--- src/rtl/mac_pkg.sv ---
// Shared definitions for the matrix multiply sequencer.
//   state_e       : sequencer states (IDLE, MAC, WRITE, DONE)
//   addr_width()  : address width for a dimension, never below 1 bit
//   result_width(): accumulator / C element width for a given input width and K
//   DEF_*         : default geometry and the widths derived from it
package mac_pkg;

  typedef enum logic [1:0] {
    ST_IDLE  = 2'd0,
    ST_MAC   = 2'd1,
    ST_WRITE = 2'd2,
    ST_DONE  = 2'd3
  } state_e;

  function automatic int addr_width(input int dim);
    return (dim > 1) ? $clog2(dim) : 1;
  endfunction

  // A K-term sum of full-width signed products needs clog2(K) guard bits.
  function automatic int result_width(input int dw, input int k);
    return 2 * dw + $clog2(k);
  endfunction

  localparam int DEF_M  = 4;
  localparam int DEF_K  = 4;
  localparam int DEF_N  = 4;
  localparam int DEF_DW = 32;
  localparam int DEF_RW = result_width(DEF_DW, DEF_K);
  localparam int DEF_MW = addr_width(DEF_M);
  localparam int DEF_KW = addr_width(DEF_K);
  localparam int DEF_NW = addr_width(DEF_N);

endpackage

--- src/rtl/mac_seq_acc.sv ---
// Signed multiply-accumulate register.
//   clk, srst_i : clock, synchronous active-high reset
//   clr_i       : load zero (takes priority over en_i)
//   en_i        : add a_i * b_i (signed) into the accumulator
//   a_i, b_i    : signed two's complement operands, DW bits
//   acc_o       : accumulator, RW bits (RW > 2*DW)
module mac_seq_acc
  import mac_pkg::*;
#(
  parameter int DW = DEF_DW,
  parameter int RW = DEF_RW
) (
  input  logic          clk,
  input  logic          srst_i,
  input  logic          clr_i,
  input  logic          en_i,
  input  logic [DW-1:0] a_i,
  input  logic [DW-1:0] b_i,
  output logic [RW-1:0] acc_o
);

  logic signed [2*DW-1:0] prod;
  logic        [RW-1:0]   prod_ext;
  logic        [RW-1:0]   acc_q;

  assign prod     = $signed(a_i) * $signed(b_i);
  // Sign-extend the product into the guard bits before adding.
  assign prod_ext = {{(RW - 2*DW){prod[2*DW-1]}}, prod};

  always_ff @(posedge clk) begin
    if (srst_i || clr_i) begin
      acc_q <= '0;
    end else if (en_i) begin
      acc_q <= acc_q + prod_ext;
    end
  end

  assign acc_o = acc_q;

endmodule

--- src/rtl/mac_seq_ctrl.sv ---
// Sequencer computing C = A x B over an external matrix SRAM (combinational
// read, synchronous write). Each C element takes K MAC cycles (reads of
// A(i,k) and B(k,j)) followed by one WRITE cycle of the accumulated sum.
//   clk, reset        : clock, synchronous active-high reset
//   start / stop      : begin a run (IDLE only) / abort (MAC or WRITE only)
//   busy/done/aborted : status; done and aborted are one-cycle pulses
//   matrix_a_*, matrix_b_* : read enables, addresses, read data for A and B
//   matrix_c_we, row/col_addr_c, data_in_c : write port for C
// Memory-side outputs are Moore-decoded and all zero while idle, so the host
// can drive the shared memory lines whenever busy is low.
module mac_seq_ctrl
  import mac_pkg::*;
#(
  parameter int M = DEF_M,
  parameter int K = DEF_K,
  parameter int N = DEF_N,
  parameter int DATA_WIDTH_INIT_MATRIX   = DEF_DW,
  parameter int DATA_WIDTH_RESULT_MATRIX = 2 * DATA_WIDTH_INIT_MATRIX + $clog2(K)
) (
  input  logic                                clk,
  input  logic                                reset,
  input  logic                                start,
  input  logic                                stop,
  output logic                                busy,
  output logic                                done,
  output logic                                aborted,
  output logic                                matrix_a_re,
  output logic [$clog2(M)-1:0]                row_addr_a,
  output logic [$clog2(K)-1:0]                col_addr_a,
  input  logic [DATA_WIDTH_INIT_MATRIX-1:0]   data_out_a,
  output logic                                matrix_b_re,
  output logic [$clog2(K)-1:0]                row_addr_b,
  output logic [$clog2(N)-1:0]                col_addr_b,
  input  logic [DATA_WIDTH_INIT_MATRIX-1:0]   data_out_b,
  output logic                                matrix_c_we,
  output logic [$clog2(M)-1:0]                row_addr_c,
  output logic [$clog2(N)-1:0]                col_addr_c,
  output logic [DATA_WIDTH_RESULT_MATRIX-1:0] data_in_c
);

  localparam int MW = $clog2(M);
  localparam int KW = $clog2(K);
  localparam int NW = $clog2(N);
  localparam logic [MW-1:0] I_LAST = MW'(M - 1);
  localparam logic [KW-1:0] K_LAST = KW'(K - 1);
  localparam logic [NW-1:0] J_LAST = NW'(N - 1);

  state_e        state_q, state_d;
  logic [MW-1:0] i_q, i_d;
  logic [KW-1:0] k_q, k_d;
  logic [NW-1:0] j_q, j_d;
  logic          aborted_q, aborted_d;
  logic          acc_clr, acc_en;
  logic [DATA_WIDTH_RESULT_MATRIX-1:0] acc;

  mac_seq_acc #(
    .DW (DATA_WIDTH_INIT_MATRIX),
    .RW (DATA_WIDTH_RESULT_MATRIX)
  ) u_acc (
    .clk    (clk),
    .srst_i (reset),
    .clr_i  (acc_clr),
    .en_i   (acc_en),
    .a_i    (data_out_a),
    .b_i    (data_out_b),
    .acc_o  (acc)
  );

  always_comb begin
    state_d   = state_q;
    i_d       = i_q;
    j_d       = j_q;
    k_d       = k_q;
    aborted_d = 1'b0;
    acc_clr   = 1'b0;
    acc_en    = 1'b0;
    case (state_q)
      ST_IDLE: begin
        if (start) begin
          i_d     = '0;
          j_d     = '0;
          k_d     = '0;
          acc_clr = 1'b1;
          state_d = ST_MAC;
        end
      end
      ST_MAC: begin
        if (stop) begin
          // Partial sum is discarded; no write for this element.
          acc_clr   = 1'b1;
          aborted_d = 1'b1;
          state_d   = ST_IDLE;
        end else begin
          acc_en = 1'b1;
          if (k_q == K_LAST) begin
            k_d     = '0;
            state_d = ST_WRITE;
          end else begin
            k_d = k_q + 1'b1;
          end
        end
      end
      ST_WRITE: begin
        // The write itself is combinational from this state, so it happens
        // in this cycle whether or not stop is sampled.
        acc_clr = 1'b1;
        if (stop) begin
          aborted_d = 1'b1;
          state_d   = ST_IDLE;
        end else if (j_q == J_LAST) begin
          j_d = '0;
          if (i_q == I_LAST) begin
            i_d     = '0;
            state_d = ST_DONE;
          end else begin
            i_d     = i_q + 1'b1;
            state_d = ST_MAC;
          end
        end else begin
          j_d     = j_q + 1'b1;
          state_d = ST_MAC;
        end
      end
      ST_DONE: state_d = ST_IDLE;
      default: state_d = ST_IDLE;
    endcase
  end

  always_ff @(posedge clk) begin
    if (reset) begin
      state_q   <= ST_IDLE;
      i_q       <= '0;
      j_q       <= '0;
      k_q       <= '0;
      aborted_q <= 1'b0;
    end else begin
      state_q   <= state_d;
      i_q       <= i_d;
      j_q       <= j_d;
      k_q       <= k_d;
      aborted_q <= aborted_d;
    end
  end

  logic in_mac, in_write;
  assign in_mac   = (state_q == ST_MAC);
  assign in_write = (state_q == ST_WRITE);

  assign busy        = (state_q != ST_IDLE);
  assign done        = (state_q == ST_DONE);
  assign aborted     = aborted_q;
  assign matrix_a_re = in_mac;
  assign matrix_b_re = in_mac;
  assign row_addr_a  = in_mac ? i_q : '0;
  assign col_addr_a  = in_mac ? k_q : '0;
  assign row_addr_b  = in_mac ? k_q : '0;
  assign col_addr_b  = in_mac ? j_q : '0;
  assign matrix_c_we = in_write;
  assign row_addr_c  = in_write ? i_q : '0;
  assign col_addr_c  = in_write ? j_q : '0;
  assign data_in_c   = in_write ? acc : '0;

endmodule

--- config.mk ---
export PLATFORM = sky130hd
export DESIGN_NAME = mac_seq_ctrl
export DESIGN_NICKNAME = d
export VERILOG_FILES = /design/src/rtl/mac_pkg.sv /design/src/rtl/mac_seq_acc.sv /design/src/rtl/mac_seq_ctrl.sv
export SDC_FILE = /design/constraint.sdc
export NUM_CORES = 2
export LEC_CHECK = 0
export CAP_MARGIN = 15
export CORE_ASPECT_RATIO = 1.25
export CORE_MARGIN = 1
export CORE_UTILIZATION = 40
export DETAILED_ROUTE_END_ITERATION = 8
export GPL_TIMING_DRIVEN = 0
export PLACE_DENSITY = 0.63
export SYNTH_ARGS = -nofsm -noshare
export SYNTH_HDL_FRONTEND = slang
export SYNTH_SLANG_ARGS = --single-unit
--- constraint.sdc ---
create_clock -name clk -period 27.7 [get_ports clk]
set_input_delay 4.155 -clock clk [delete_from_list [all_inputs] [get_ports clk]]
set_output_delay 4.155 -clock clk [all_outputs]
set_load 0.02 [all_outputs]
# Word-level counts from Yosys, hierarchy flattened
# Index checks and enable logic that the tools add are counted.
[totals]
regBits = 75
[op_classes]
addsub = 4
n_mul = 1
n_eq_ne = 11
muxes = 29
bitwise_logic = 1
reduce_logical = 11
[op_table]
columns = ["op", "count"]
rows = [
  ["$add 66x66->66", 1],
  ["$mux 66", 1],
  ["$mul 32x32->64", 1],
  ["$mux 2", 19],
  ["$pmux 2 s2", 3],
  ["$eq 2x2->1 const B", 5],
  ["$pmux 2 s4", 1],
  ["$add 2x1->2 const B", 3],
  ["$ne 2x2->1 const B", 3],
  ["$reduce_and 3->1", 2],
  ["$reduce_bool 2->1", 3],
  ["$mux 1", 4],
  ["$reduce_and 4->1", 1],
  ["$reduce_or 2->1", 2],
  ["$ne 3x2->1 const B", 1],
  ["$pmux 1 s3", 1],
  ["$eq 2x1->1 const B", 1],
  ["$logic_not 2->1", 1],
  ["$ne 2x1->1 const B", 1],
  ["$reduce_and 2->1", 1],
  ["$logic_or 1x1->1", 1],
  ["$not 1->1", 1],
]

# Depth between registers and ports, before layout
[logic_depth]
ltp_word = 5
ltp_mapped = 43
mapped_depth_nobuf = 41

# Cells and area by module
# A second synthesis with hierarchy kept.
[unflattened]
cells_unflattened = 4708
area_unflattened_um2 = 42986.2
[by_module_without_submodules]
columns = ["module", "n_inst", "cells_each", "area_per_inst_um2"]
rows = [
  ["mac_seq_acc", 1, 4562, 41917.7],
  ["mac_seq_ctrl", 1, 146, 1068.5],
]

# Worst setup path after synthesis
# OpenSTA, ideal clock, no wires.
[synth_path]
kind = "input to register"
start = "in data_out_b[2]"
end = "reg u_acc.acc_q[65], in the netlist u_acc.acc_o[65]"
setup_ps = 70
arrival_ps = 13479
t_required_ps = 27630
slack_ps = 14150
path_stages = 37
cell_sequence = "clkbuf_1 nand2_1 inv_1 fa_1 fa_1 fa_1 inv_1 fa_1 inv_1 fa_1 fa_1 fa_1 fa_1 ha_1 and3_1 a221o_1 a31o_1 o41ai_1 nor2_1 o21ai_1 a21boi_1 a41o_1 a21o_1 a21oi_1 o21ai_1 xnor2_1 ha_1 a21o_1 a21o_1 a21oi_1 nor2_1 a2111oi_0 o2111ai_1 o211a_1 xor2_1 a21bo_1 a21oi_1"
[synth_via]
elab_chain_cells = 2
[synth_rtl]
columns = ["item", "line_no", "rtl"]
rows = [
  ["from (decl)", "mac_seq_ctrl.sv:34", "input logic [DATA_WIDTH_INIT_MATRIX-1:0] data_out_b,"],
  ["$mul 32x32->64", "mac_seq_acc.sv:26", "assign prod = $signed(a_i) * $signed(b_i);"],
  ["$add 66x66->66", "mac_seq_acc.sv:34", "acc_q <= acc_q + prod_ext;"],
  ["to (signal assigned)", "mac_seq_acc.sv:34", ""],
  ["to (decl)", "mac_seq_acc.sv:24", "logic [RW-1:0] acc_q;"],
]
# No other way between the ends.
# A chain may end at the register's enable or synchronous reset.

# Final worst setup path
[layout_path]
start = "in data_out_a[31]"
end = "reg u_acc.acc_q[65], in the netlist u_acc.acc_o[65]"
[layout_via]
elab_chain_cells = 2
[layout_rtl]
columns = ["item", "line_no", "rtl"]
rows = [
  ["from (decl)", "mac_seq_ctrl.sv:30", "input logic [DATA_WIDTH_INIT_MATRIX-1:0] data_out_a,"],
  ["$mul 32x32->64", "mac_seq_acc.sv:26", ""],
  ["$add 66x66->66", "mac_seq_acc.sv:34", ""],
]
# No other way between the ends.

==> run metrics <==
post-CTS resize count 0; Mapped Nets about 6,000; global route overflow 0; max-cap violation count 0; Num CTS Buffers 9; antenna violations before repair 13; crit share post-route 0.5660; nets@finish about 6,300; Worst Path Max Fanout 10; RD Place Congestion between 1 and 1.5; Final Hold Vio Count 0; crit path kind in -> reg; fin cells 6,303; final setup violation count 0; DRT antenna net count 0; postcts setup bufs 0; # IOs roughly 150; Post-Synth Adder-Cell Area 0.5865; WL/cell 23.41 um; largest net degree at the start of global routing 17; area of the die between 100,000 and 150,000 um2; clk_skew between 0.015 and 0.02 ns; post-synthesis xor/xnor area fraction 0.02744; Tmin final between 15 and 20 ns; critical path data required time about 28 ns; CTS sink cnt 75; number of hold-repair buffers added at the cts stage 0; Main synth FF type dfxtp_1; Register Area ~1500 um2; Worst path slowest cell fa_1; Crit path largest cell delay ~0.70 ns; Slew @ Worst Pin 1.170 ns; area occupied by multi-input gates between 30,000 and 40,000 um2; post-synthesis compound-gate area fraction 0.07097; capturing point of the worst reg2reg path u_acc.acc_o[58]; DR vias between 30,000 and 40,000; syn avg cell area 9.007 um2; Root Buffer Master clkbuf_16; Chip Width ~300 um; mux cell area share after synthesis 0.0002358; initial core utilization 0.4036; Max Buffers Root-to-Sink 2; first-pass GRT wire length 225.5 mm; Warnings, synthesis 0; Iteration-0 DRC Markers ~2,500; TNS Setup 0 ns; DRT Wirelength roughly 150 mm; Post-Syn Area about 42,000 um2; core area between 100,000 and 150,000 um2; f_max between 60 and 70 MHz; Clock transition at path regs around 0.070 ns; Hold Path Class reg -> reg; critical path data arrival time 15.96 ns; main combinational cell family by area after synthesis adder cells; clock latency on the worst-skew pair about 0.36 ns; status finished, final reports clean; DRC 0; GRT Util Overall 0.2837; fraction of layout cells with a size suffix above 1 0.006352; Synth Register Bits between 70 and 80; row cnt roughly 130; hold worst-path end u_acc.acc_o[44]; DR pass1 iterations 7; asr flop ratio synth 0; CTS tree done; Die Ht 366.2 um; min-delay src u_acc.acc_o[44]; Post-DP HPWL 129.7 mm; Layout area overhead 8.497%; Min-Delay Path Depth 2; Setup crit start kind primary input; Inst Count DP around 6,300; number of enable flip-flop cells after synthesis 0; Worst R2R Start u_acc.acc_o[0]; Synth cell types 69; Worst Setup End Kind register; part of the Yosys area used for sequential elements 0.03537; Gate Count Post-Synth between 4,000 and 5,000; r2r setup slk 23.47 ns; Critical Path Most Common Cell fa_1; Worst R2R Path Depth 14; Slew Limit Fails 0; RSZ-0062 raised after global routing no; Fill cells between 10,000 and 15,000; Slew HR 0.2203; CTS H-tree depth 3; Port Buf Inserts 150; post-synthesis simple-gate area fraction 0.1740; vias in the first global route 36,310; Vias/cell 5.314
[registers in the layout, summed over array words and instances, names as in the netlist]
signal	cells
aborted	1
i_q	2
j_q	2
k_q	2
state_q	2
u_acc.acc_o	66
[critical path: cells and delay by family]
| kind | cells | cell delay [ns] |
|---|---|---|
| AND/OR/NAND/NOR | 5 | 0.66 |
| adder cells (fa/ha/maj) | 10 | 4.88 |
| buffers and inverters | 5 | 1.80 |
| XOR/XNOR | 2 | 0.43 |
| AO/OA/AOI/OAI | 16 | 4.00 |
[kinds of logic after synthesis]
family	Yosys count
AO/OA/AOI/OAI	474
XOR/XNOR	133
adder cells (fa/ha/maj)	1340
buffers and inverters	1190
flip-flops	75
multiplexers	1
AND/OR/NAND/NOR	1500
[Yosys cell counts, types with 29 or more instances]
cell type	count	share of area
fa_1	1083	0.51
nand3_1	30	0.0035
nand2_1	676	0.060
nand2b_1	29	0.0043
dfxtp_1	75	0.035
xnor2_1	92	0.019
nor2_1	110	0.0097
clkbuf_1	240	0.021
a21oi_1	195	0.023
o21ai_0	33	0.0039
and2_1	573	0.084
a21o_1	59	0.010
o21ai_1	35	0.0041
ha_1	257	0.076
inv_1	940	0.083
xor2_1	41	0.0085
[layout make-up]
cell class / count / area share
clock buffer: 9 / 0.004890
multi-input combinational: 3448 / 0.7919
inverter: 940 / 0.07661
buffer: 250 / 0.02062
timing repair buffer: 151 / 0.03320
tap: 1417 / 0.03849
clock inverter: 7 / 0.001413
antenna: 6 / 0.0003260
sequential: 75 / 0.03260
[layout by cell type, fill, tap and decap left out, types with 35 or more instances in the layout]
cell type,Yosys,routed
ha_1,257,257
a21oi_1,195,195
nand2_1,676,676
o21ai_1,35,35
xnor2_1,92,92
fa_1,1083,1083
dfxtp_1,75,75
xor2_1,41,41
a21o_1,59,59
and2_1,573,573
inv_1,940,940
clkdlybuf4s50_1,0,150
nor2_1,110,110
clkbuf_1,240,240
[how the worst max path moves through the flow]
stage                        start               to  slack, ns  cells past startpoint
floorplan            data_out_b[2]  u_acc.acc_o[65]      14.15                     37
global placement    data_out_a[31]  u_acc.acc_o[65]      11.84                     38
detailed placement  data_out_a[31]  u_acc.acc_o[65]      11.78                     38
CTS                 data_out_a[31]  u_acc.acc_o[65]      12.10                     38
global route        data_out_a[31]  u_acc.acc_o[65]      11.31                     38
finish              data_out_a[31]  u_acc.acc_o[65]      12.02                     38
[through the flow]
stage	hold WS, ns	setup slack, ns	utilization	instance area (um2)
after floorplan	0.4440	14.15	-	42450
after global placement	0.4517	11.84	0.4348	45730
after detailed placement	0.4622	11.78	0.4350	45750
after CTS	0.4691	12.10	0.4378	46040
after global routing	0.4853	11.31	0.4378	46050
final	0.4670	12.02	0.4379	46060
[per-layer routing]
metal  up-vias  global-route usage  share of wire
met5         -                   0        0.00016
met4         4              0.1737          0.076
met3       411             0.04465          0.079
met2      1504              0.4667           0.48
met1     17192              0.3490           0.37
li1      14385                   -              -
Power is left out: the tool's default activity adds up to more than one toggle a clock period on the data nets, which glitch-free logic cannot reach.
